[src/rtl/uart_link_tester.sv]
// rtl/uart_link_tester.sv - UART PRBS loopback link tester with APB control and error counters
// A TX PRBS stream is checked against a matching RX PRBS; counters and flags report link quality.
module uart_link_tester #(
  parameter int DATA_BITS    = 8,
  parameter int BAUD_DIV     = 16,
  parameter int PARITY_EN    = 1,
  parameter int PARITY_ODD   = 0,
  parameter int NUM_FRAMES   = 256,
  parameter int TIMEOUT_BITS = 40
) (
  input  logic       PCLK,
  input  logic       PRESETN,
  input  logic       PSEL,
  input  logic       PENABLE,
  input  logic       PWRITE,
  input  logic [4:0] PADDR,
  input  logic [7:0] PWDATA,
  output logic [7:0] PRDATA,
  output logic       TX,
  input  logic       RX,
  output logic       FINISHED,
  output logic       FAILED
);

  typedef enum logic [2:0] {S_IDLE, S_START, S_DATA, S_PARITY, S_STOP, S_GAP} state_t;

  localparam logic [15:0] SEED      = 16'hACE1;
  localparam logic [15:0] BIT_LAST  = 16'(BAUD_DIV - 1);
  localparam logic [15:0] HALF_LAST = 16'(BAUD_DIV / 2 - 1);
  localparam logic [3:0]  LAST_BIT  = 4'(DATA_BITS - 1);
  localparam logic [15:0] FRAMES    = 16'(NUM_FRAMES);
  localparam logic [31:0] TO_LIMIT  = 32'(TIMEOUT_BITS * BAUD_DIV);
  localparam logic        ODD       = (PARITY_ODD != 0);
  localparam logic        PAR_ON    = (PARITY_EN != 0);

  function automatic logic [15:0] lfsr_step(input logic [15:0] l);
    return {l[0] ^ l[2] ^ l[3] ^ l[5], l[15:1]};
  endfunction

  logic        busy, finished, failed;
  logic [15:0] rxcnt;
  logic [7:0]  dataerr, parerr, frmerr;
  logic [31:0] to_cnt;
  logic        wr_ctrl, abort, start, run_done, timeout_hit, end_run;
  logic        unused_pwdata;

  assign wr_ctrl       = PSEL && PENABLE && PWRITE && (PADDR == 5'h00);
  assign abort         = wr_ctrl && PWDATA[1];
  assign start         = wr_ctrl && PWDATA[0] && !PWDATA[1] && !busy;
  assign unused_pwdata = ^PWDATA[7:2];

  // ---------------- transmitter ----------------
  state_t      tx_state, tx_next;
  logic [15:0] tx_cnt, tx_lfsr, tx_frames;
  logic [3:0]  tx_bit;
  logic        tx_bit_done, tx_par;

  assign tx_bit_done = (tx_cnt == BIT_LAST);
  assign tx_par      = (^tx_lfsr[DATA_BITS-1:0]) ^ ODD;

  always_comb begin
    tx_next = tx_state;
    TX      = 1'b1;
    case (tx_state)
      S_IDLE:   if (start) tx_next = S_START;
      S_START: begin
        TX = 1'b0;
        if (tx_bit_done) tx_next = S_DATA;
      end
      S_DATA: begin
        TX = tx_lfsr[tx_bit];
        if (tx_bit_done && tx_bit == LAST_BIT) tx_next = PAR_ON ? S_PARITY : S_STOP;
      end
      S_PARITY: begin
        TX = tx_par;
        if (tx_bit_done) tx_next = S_STOP;
      end
      S_STOP:   if (tx_bit_done) tx_next = S_GAP;
      S_GAP:    if (tx_bit_done) tx_next = (tx_frames == FRAMES) ? S_IDLE : S_START;
      default:  tx_next = S_IDLE;
    endcase
    if (abort || end_run) tx_next = S_IDLE;
  end

  always_ff @(posedge PCLK or negedge PRESETN) begin
    if (!PRESETN) begin
      tx_state  <= S_IDLE;
      tx_cnt    <= '0;
      tx_bit    <= '0;
      tx_lfsr   <= SEED;
      tx_frames <= '0;
    end else begin
      tx_state <= tx_next;
      if (tx_bit_done || tx_next != tx_state || tx_state == S_IDLE) tx_cnt <= '0;
      else tx_cnt <= tx_cnt + 16'd1;
      if (tx_state != S_DATA) tx_bit <= '0;
      else if (tx_bit_done) tx_bit <= tx_bit + 4'd1;
      if (start) begin
        tx_lfsr   <= SEED;
        tx_frames <= '0;
      end else if (tx_state == S_STOP && tx_bit_done) begin
        tx_lfsr   <= lfsr_step(tx_lfsr);
        tx_frames <= tx_frames + 16'd1;
      end
    end
  end

  // ---------------- receiver ----------------
  state_t                rx_state, rx_next;
  logic                  rx_s1, rx_s2, rx_d, rx_fall, rx_sample, rx_par, stop_sample;
  logic [15:0]           rx_cnt, rx_lfsr;
  logic [3:0]            rx_bit;
  logic [DATA_BITS-1:0]  rx_data;
  logic                  data_err, par_err, frm_err;

  assign rx_fall     = rx_d && !rx_s2;
  assign rx_sample   = (rx_state == S_START) ? (rx_cnt == HALF_LAST) : (rx_cnt == BIT_LAST);
  assign stop_sample = (rx_state == S_STOP) && rx_sample && !abort;
  assign data_err    = (rx_data != rx_lfsr[DATA_BITS-1:0]);
  assign par_err     = PAR_ON && (rx_par != ((^rx_data) ^ ODD));
  assign frm_err     = !rx_s2;

  always_comb begin
    rx_next = rx_state;
    case (rx_state)
      S_IDLE:   if (rx_fall) rx_next = S_START;
      S_START:  if (rx_sample) rx_next = rx_s2 ? S_IDLE : S_DATA;
      S_DATA:   if (rx_sample && rx_bit == LAST_BIT) rx_next = PAR_ON ? S_PARITY : S_STOP;
      S_PARITY: if (rx_sample) rx_next = S_STOP;
      S_STOP:   if (rx_sample) rx_next = S_IDLE;
      default:  rx_next = S_IDLE;
    endcase
    if (abort || end_run) rx_next = S_IDLE;
  end

  always_ff @(posedge PCLK or negedge PRESETN) begin
    if (!PRESETN) begin
      rx_s1    <= 1'b1;
      rx_s2    <= 1'b1;
      rx_d     <= 1'b1;
      rx_state <= S_IDLE;
      rx_cnt   <= '0;
      rx_bit   <= '0;
      rx_data  <= '0;
      rx_par   <= 1'b0;
      rx_lfsr  <= SEED;
    end else begin
      rx_s1    <= RX;
      rx_s2    <= rx_s1;
      rx_d     <= rx_s2;
      rx_state <= rx_next;
      if (rx_sample || rx_next != rx_state || rx_state == S_IDLE) rx_cnt <= '0;
      else rx_cnt <= rx_cnt + 16'd1;
      if (rx_state != S_DATA) rx_bit <= '0;
      else if (rx_sample) rx_bit <= rx_bit + 4'd1;
      // LSB arrives first, so shift in from the top
      if (rx_state == S_DATA && rx_sample) rx_data <= {rx_s2, rx_data[DATA_BITS-1:1]};
      if (rx_state == S_PARITY && rx_sample) rx_par <= rx_s2;
      if (start) rx_lfsr <= SEED;
      else if (stop_sample) rx_lfsr <= lfsr_step(rx_lfsr);
    end
  end

  // ---------------- run control and counters ----------------
  assign run_done    = busy && stop_sample && (rxcnt + 16'd1 == FRAMES);
  assign timeout_hit = busy && !stop_sample && (to_cnt == TO_LIMIT);
  assign end_run     = run_done || timeout_hit;

  always_ff @(posedge PCLK or negedge PRESETN) begin
    if (!PRESETN) begin
      busy     <= 1'b0;
      finished <= 1'b0;
      failed   <= 1'b0;
      rxcnt    <= '0;
      dataerr  <= '0;
      parerr   <= '0;
      frmerr   <= '0;
      to_cnt   <= '0;
    end else if (abort) begin
      busy     <= 1'b0;
      finished <= 1'b1;
      failed   <= 1'b1;
    end else if (start) begin
      busy     <= 1'b1;
      finished <= 1'b0;
      failed   <= 1'b0;
      rxcnt    <= '0;
      dataerr  <= '0;
      parerr   <= '0;
      frmerr   <= '0;
      to_cnt   <= '0;
    end else begin
      if (stop_sample) begin
        rxcnt  <= rxcnt + 16'd1;
        to_cnt <= '0;
        if (data_err && dataerr != 8'hFF) dataerr <= dataerr + 8'd1;
        if (par_err && parerr != 8'hFF) parerr <= parerr + 8'd1;
        if (frm_err && frmerr != 8'hFF) frmerr <= frmerr + 8'd1;
        if (data_err || par_err || frm_err) failed <= 1'b1;
      end else if (busy) begin
        to_cnt <= to_cnt + 32'd1;
      end
      if (timeout_hit) failed <= 1'b1;
      if (end_run) begin
        busy     <= 1'b0;
        finished <= 1'b1;
      end
    end
  end

  always_comb begin
    PRDATA = 8'h00;
    case (PADDR)
      5'h04:   PRDATA = {5'b0, busy, failed, finished};
      5'h08:   PRDATA = rxcnt[7:0];
      5'h0C:   PRDATA = rxcnt[15:8];
      5'h10:   PRDATA = dataerr;
      5'h14:   PRDATA = parerr;
      5'h18:   PRDATA = frmerr;
      default: PRDATA = 8'h00;
    endcase
  end

  assign FINISHED = finished;
  assign FAILED   = failed;

endmodule

[config.mk]
export PLATFORM = sky130hd
export DESIGN_NAME = uart_link_tester
export DESIGN_NICKNAME = d
export VERILOG_FILES = /design/src/rtl/uart_link_tester.sv
export SDC_FILE = /design/constraint.sdc
export NUM_CORES = 1
export LEC_CHECK = 0
export CAP_MARGIN = 20
export CORE_MARGIN = 2
export CORE_UTILIZATION = 50
export DETAILED_ROUTE_END_ITERATION = 8
export PLACE_DENSITY = 0.67
export SLEW_MARGIN = 20
export SYNTH_ARGS = -nofsm -noshare
export SYNTH_HDL_FRONTEND = slang
export SYNTH_SLANG_ARGS = --single-unit
[constraint.sdc]
create_clock -name PCLK -period 3.6 [get_ports PCLK]
set_input_delay 0.72 -clock PCLK [delete_from_list [all_inputs] [get_ports PCLK]]
set_output_delay 0.72 -clock PCLK [all_outputs]
set_load 0.02 [all_outputs]
-- Word-level counts from Yosys, hierarchy flattened
Index checks and enable logic that the tools add are counted.
W data, S select, Z words.
- flip-flop bits (word level): 181
- bits in latches: 0
- memory bits (writable): 0
- bits in read-only memories: 0
- input port bits: 19
- output and inout port bits: 11
- word-level logic and storage cells: 188
- memories: 0
- $add $sub $neg: 10
- multiply operators: 0
- divide/modulo/power cells: 0
- $lt $le $gt $ge: 1
- equality and inequality tests: 32
- shifts and indexed selects: 0
- muxes and demuxes: 59
- bitwise logic cells: 7
- reductions and logical operators: 57
- operators by type and width (operator ; count):
    $mux W16 ; 10
    $mux W32 ; 3
    $mux W8 ; 9
    $add A16 B1 Y16 const B ; 4
    $pmux W8 S6 ; 1
    $mux W3 ; 13
    $add A32 B1 Y32 const B ; 1
    $eq A16 B4 Y1 const B ; 2
    $eq A16 B9 Y1 const B ; 2
    $eq A32 B10 Y1 const B ; 1
    $add A8 B1 Y8 const B ; 3
    $ne A8 B8 Y1 const B ; 3
    $logic_and A1 B1 Y1 ; 22
    $pmux W3 S6 ; 1
    $eq A16 B3 Y1 const B ; 1
    $mux W4 ; 4
    $reduce_xor A8 Y1 ; 2
    $eq A5 B5 Y1 const B ; 3
    $pmux W3 S5 ; 1
    $mux W1 ; 14
    $reduce_bool A2 Y1 ; 7
    $eq A3 B2 Y1 const B ; 4
    $eq A5 B4 Y1 const B ; 2
    $eq A3 B3 Y1 const B ; 3
    22 further kinds ; 50

-- Depth between registers and ports, before layout
- word-level depth: 16
- depth in mapped cells: 10
- depth with buffers taken out: 8

-- Least setup slack after synthesis
OpenSTA, ideal clock, no wires.
- path type: flip-flop to output port
- start point: register tx_bit[0]
- end point: output port TX
- data arrival time: 1982 ps
- required time: 2880 ps
- slack: 898 ps
- stages on the path, launching flop included: 7
- buffers on the path: 1
- cell sequence: dfrtp_1 > clkbuf_1 > mux4_2 > nand2_1 > nand2_1 > o22ai_1 > o311ai_0
- word-level cells in the longest chain between the ends: 3
- RTL lines (item ; line ; text):
    start, declared ; 55 ; logic [3:0] tx_bit;
    start signal, assigned ; 97 ; else if (tx_bit_done) tx_bit <= tx_bit + 4'd1;
    $bmux W1 S4 ; 71 ; TX = tx_lfsr[tx_bit];
    $mux W1 (not written as such) ; 71 ;
    $pmux W1 S3 ; 64 ; case (tx_state)
    end, declared ; 19 ; output logic TX,
Every way passes these cells. The select of a mux whose other input is x is not followed.

-- Worst setup path after layout
- start point: input port PADDR[3]
- end point: output port PRDATA[3]
- word-level cells in the longest chain between the ends: 2
- elaborated cells on any way between the ends: 7
- those cells by class: 6 x eq/ne; 1 x mux
- RTL lines (item ; line ; text):
    start, declared ; 16 ; input logic [4:0] PADDR,
    $eq A5 B5 Y1 (tied with other cells) ; 213 ; case (PADDR)
    $pmux W8 S6 * ; 213 ;
    end, declared ; 18 ; output logic [7:0] PRDATA,
Mark *: on every way between the ends. The rest lies on a longest branch, timed or not.

==> results.txt <==
The flow ran to the end, and the final reports show no timing, DRC or antenna violations. The total standard cell area after synthesis is 10200 um^2. The total placed cells including tap cells is 1319.

In the synthesized netlist, the number of instances is 1056. The initial antenna violation count is 0. The clock network fraction of total power came out at 0.410. The most used flip-flop cell after synthesis is sky130_fd_sc_hd__dfrtp_1. The number of global-route vias before repair is 7446. In the routed design, unresolved DRC markers number 0. The category of the critical setup timing path is input pin to primary output. The initial DRC count came out at 502.

During I/O placement, the number of pins put on the boundary was 30. The die span in x came out at 147 um. For this run, global-route usage on met2 was measured as 0.354. The number of flops mapped to enable cells by yosys came out at 0. STA puts the critical path data arrival time at 2.81 ns. Of the total power, the share spent switching nets is 0.264. The average size of a mapped cell came out at 9.62 um^2.

Setup violations remaining at the end of the flow were counted as 0. The count of filler cells inserted in the layout is 1754. Summing over every cut layer, the via total after detailed routing is 7720. The smallest hold slack is 0.230 ns. In this run the static leakage power is 4.63 nW. The class of the tightest hold or removal check is input pin to asynchronous set/reset pin. In the synthesized netlist the async set-or-reset flop fraction comes to 1.00. CTS placed an instance of sky130_fd_sc_hd__clkbuf_16 at the clock tree root. The die covers 21500 um^2. The final hold violation count is 0. The number of violations of the max-capacitance limit is 0. The shortest clock period the worst path allows after layout came out at 3.53 ns. The final layout contains 1100 nets.

The clock arrives with 0.0117 ns of skew. The total power density per cell area came out at 406 nW/um^2. The net switching power of the design came out at 0.00121 W. The cell-internal power is 0.00337 W.

The maximum number of pins on one net before global-route repair is 74. The number of standard-cell rows in the floorplan came out at 52. The count of cell types in the netlist came out at 67. The post-CTS repair timing setup buffer count is 0. The H-tree was split into 4 levels. The remaining global-route overflow came out at 0.

The sink count of the clock tree came out at 181. The first element of the critical path is PADDR[3]. The number of port buffers came out at 23. The share of cells above drive strength 1 came out at 0.116. The critical path launch point type is an input pin. The worst max-slew margin expressed relative to the limit is 0.446. The die height came out at 147 um. The synthesized flop and latch total is 181. The placeable core area came out at 20100 um^2.

After detailed routing, the total wire length is 22.0 mm. The clock-pin slew of the registers on the worst-case setup and hold paths is 0.07 ns. The overall power consumption is 0.00458 W. The met1 usage in global routing came out at 0.298.

The maximum clock insertion buffer count came out at 2. For this run, the top clock speed supported by timing is 283 MHz. The overall global routing resource usage came out at 0.215.

The area growth from synthesis to layout is 11.2%. The TritonCTS clock tree is yes. The final cell count without fillers came out at 1351. The number of nets still failing antenna checks after routing is 0.

The synthesis warning total came out at 0. The number of nets handed over by synthesis was 1088. Summed over all nets, the half-perimeter wirelength after detailed placement is 15.0 mm. The starting utilization of the core area is 0.505. The start of the worst register-to-register path is rxcnt[0]. Buffers inserted during clock tree synthesis total 17.

The share of the clock period used by the worst path after layout came out at 0.981. The number of detailed-routing iterations run before antenna repair came out at 5. Data on the critical path is required at its endpoint by 2.88 ns.

Of the total power, combinational logic draws 0.105. The maximum vdd ir drop came out at 0.309 mV. The total count of max-transition violations in the final report is 0. The met3 global-route usage is 0.0384. Using the TritonRoute via totals, the vias-per-cell ratio works out to 5.71. The routability congestion estimate is 0.821. The setup total negative slack came out at 0 ns. The number of antenna diodes is 0. The portion of the post-synthesis area used by sequential elements came out at 0.448. The clock latency at the later pin of the worst-skew pair is 0.43 ns. The worst-margin pin slew is 0.825 ns. After global routing, the most crowded layer is met2.

The wire length of the first global-routing pass is 37.7 mm. In this run, post-CTS hold repair placed 0 buffers. The worst setup path is captured at a primary output. The final routed wire length divided by cell count is 16.3 um.

Setup repair after global routing could not meet its margin everywhere. Of the total power, registers draw 0.484. The post-cts repair resize count came out at 0. In this run the worst path has a maximum fanout of 9.
## power by group through the flow
stage	sequential (W)	clock, W	combinational, W
floorplan	0.00223	0	0.000339
CTS	0.00222	0.00193	0.000487
detailed placement	0.00225	0	0.000486
global route	0.00223	0.00201	0.000541
global placement	0.00225	0	0.000476
finish	0.00222	0.00188	0.000483
## sequential cells by signal, indices dropped and copies added (netlist names), 3 cells and up
register	flops
tx_cnt	16
tx_bit	4
rx_bit	4
tx_frames	16
to_cnt	32
rx_data	8
frmerr	8
rxcnt	16
dataerr	8
rx_lfsr	16
tx_lfsr	16
rx_cnt	16
tx_state	3
parerr	8
rx_state	3
## layout by cell type (no fill, tap or decap), types with 5 or more instances in the layout
master	count
sky130_fd_sc_hd__dfrtp_1	162
sky130_fd_sc_hd__nor2_1	144
sky130_fd_sc_hd__nand2_1	113
sky130_fd_sc_hd__xnor2_1	90
sky130_fd_sc_hd__nand3_1	49
sky130_fd_sc_hd__xor2_1	45
sky130_fd_sc_hd__nor3_1	42
sky130_fd_sc_hd__nand4_1	39
sky130_fd_sc_hd__mux2i_1	32
sky130_fd_sc_hd__a21oi_1	29
sky130_fd_sc_hd__buf_4	24
sky130_fd_sc_hd__clkdlybuf4s50_1	22
sky130_fd_sc_hd__dfstp_2	19
sky130_fd_sc_hd__inv_1	18
sky130_fd_sc_hd__o21ai_0	18
sky130_fd_sc_hd__and3_1	17
sky130_fd_sc_hd__clkbuf_16	17
sky130_fd_sc_hd__nor4_1	14
sky130_fd_sc_hd__ha_1	13
sky130_fd_sc_hd__mux2_2	12
sky130_fd_sc_hd__and4_1	11
sky130_fd_sc_hd__or3_1	8
sky130_fd_sc_hd__a2111oi_2	8
sky130_fd_sc_hd__a221o_1	6
sky130_fd_sc_hd__nor3b_1	6
sky130_fd_sc_hd__nor4b_1	6
sky130_fd_sc_hd__a211oi_1	6
sky130_fd_sc_hd__nor2b_1	6
sky130_fd_sc_hd__o211ai_1	6
sky130_fd_sc_hd__nand3b_1	5
sky130_fd_sc_hd__o2111ai_1	5
## cell families after synthesis
| group | after synthesis | share of synthesized area |
|---|---|---|
| buffers and inverters | 76 | 0.0351 |
| flip-flops | 181 | 0.448 |
| adder cells (fa/ha/maj) | 13 | 0.0160 |
| AND/OR/NAND/NOR | 495 | 0.249 |
| multiplexers | 48 | 0.0537 |
| XOR/XNOR | 136 | 0.119 |
| AO/OA/AOI/OAI | 107 | 0.0793 |
## layer usage
metal	vias to the layer above	wire, um
met2	139	10500
met1	3821	10500
met3	21	794
met5	-	0
met4	0	240
li1	3739	-
## per-stage QoR
stage,worst slack (ns),cell area (um^2),utilization
global route,0.00262,11300,0.562
CTS,0.0603,11300,0.562
global placement,0.0798,10700,0.532
finish,0.0680,11300,0.562
detailed placement,0.0611,10700,0.532
floorplan,0.898,10200,-
## path summary, 6_finish.rpt
path	end	slack, ns	cells past startpoint
min	rx_cnt[12]	0.23	1
max reg2reg	tx_cnt[1]	0.96	7
min reg2reg	rx_s2	0.36	0
min in group PCLK	rx_s2	0.36	0
max	PRDATA[3]	0.07	6
max in group asynchronous	tx_lfsr[15]	2.51	2
## critical path: stages
cell and delay (ns):
sky130_fd_sc_hd__clkdlybuf4s50_1 0.53, sky130_fd_sc_hd__nor3_1 0.27, sky130_fd_sc_hd__nand2_1 0.20, sky130_fd_sc_hd__o21ai_0 0.27, sky130_fd_sc_hd__a221o_1 0.20, sky130_fd_sc_hd__clkdlybuf4s50_1 0.62
## layout make-up
| class | count | area [um^2] | area share |
|---|---|---|---|
| Multi-Input combinational cell | 799 | 5250 | 0.465 |
| Sequential cell | 181 | 4550 | 0.403 |
| Timing Repair Buffer | 51 | 494 | 0.0438 |
| Clock buffer | 20 | 447 | 0.0395 |
| Tap cell | 270 | 338 | 0.0299 |
| Clock inverter | 12 | 143 | 0.0126 |
| Inverter | 18 | 67.6 | 0.00598 |
## cell usage after synthesis, types with 19 or more instances
library cell	count	area, um^2
sky130_fd_sc_hd__a21oi_1	29	145
sky130_fd_sc_hd__buf_2	21	105
sky130_fd_sc_hd__clkbuf_1	29	109
sky130_fd_sc_hd__dfrtp_1	162	4050
sky130_fd_sc_hd__dfstp_2	19	499
sky130_fd_sc_hd__mux2i_1	32	320
sky130_fd_sc_hd__nand2_1	113	424
sky130_fd_sc_hd__nand3_1	49	245
sky130_fd_sc_hd__nand4_1	39	244
sky130_fd_sc_hd__nor2_1	144	541
sky130_fd_sc_hd__nor3_1	42	210
sky130_fd_sc_hd__o21ai_0	20	100
sky130_fd_sc_hd__xnor2_1	90	788
sky130_fd_sc_hd__xor2_1	45	394
(Power assumes the default switching activity.)
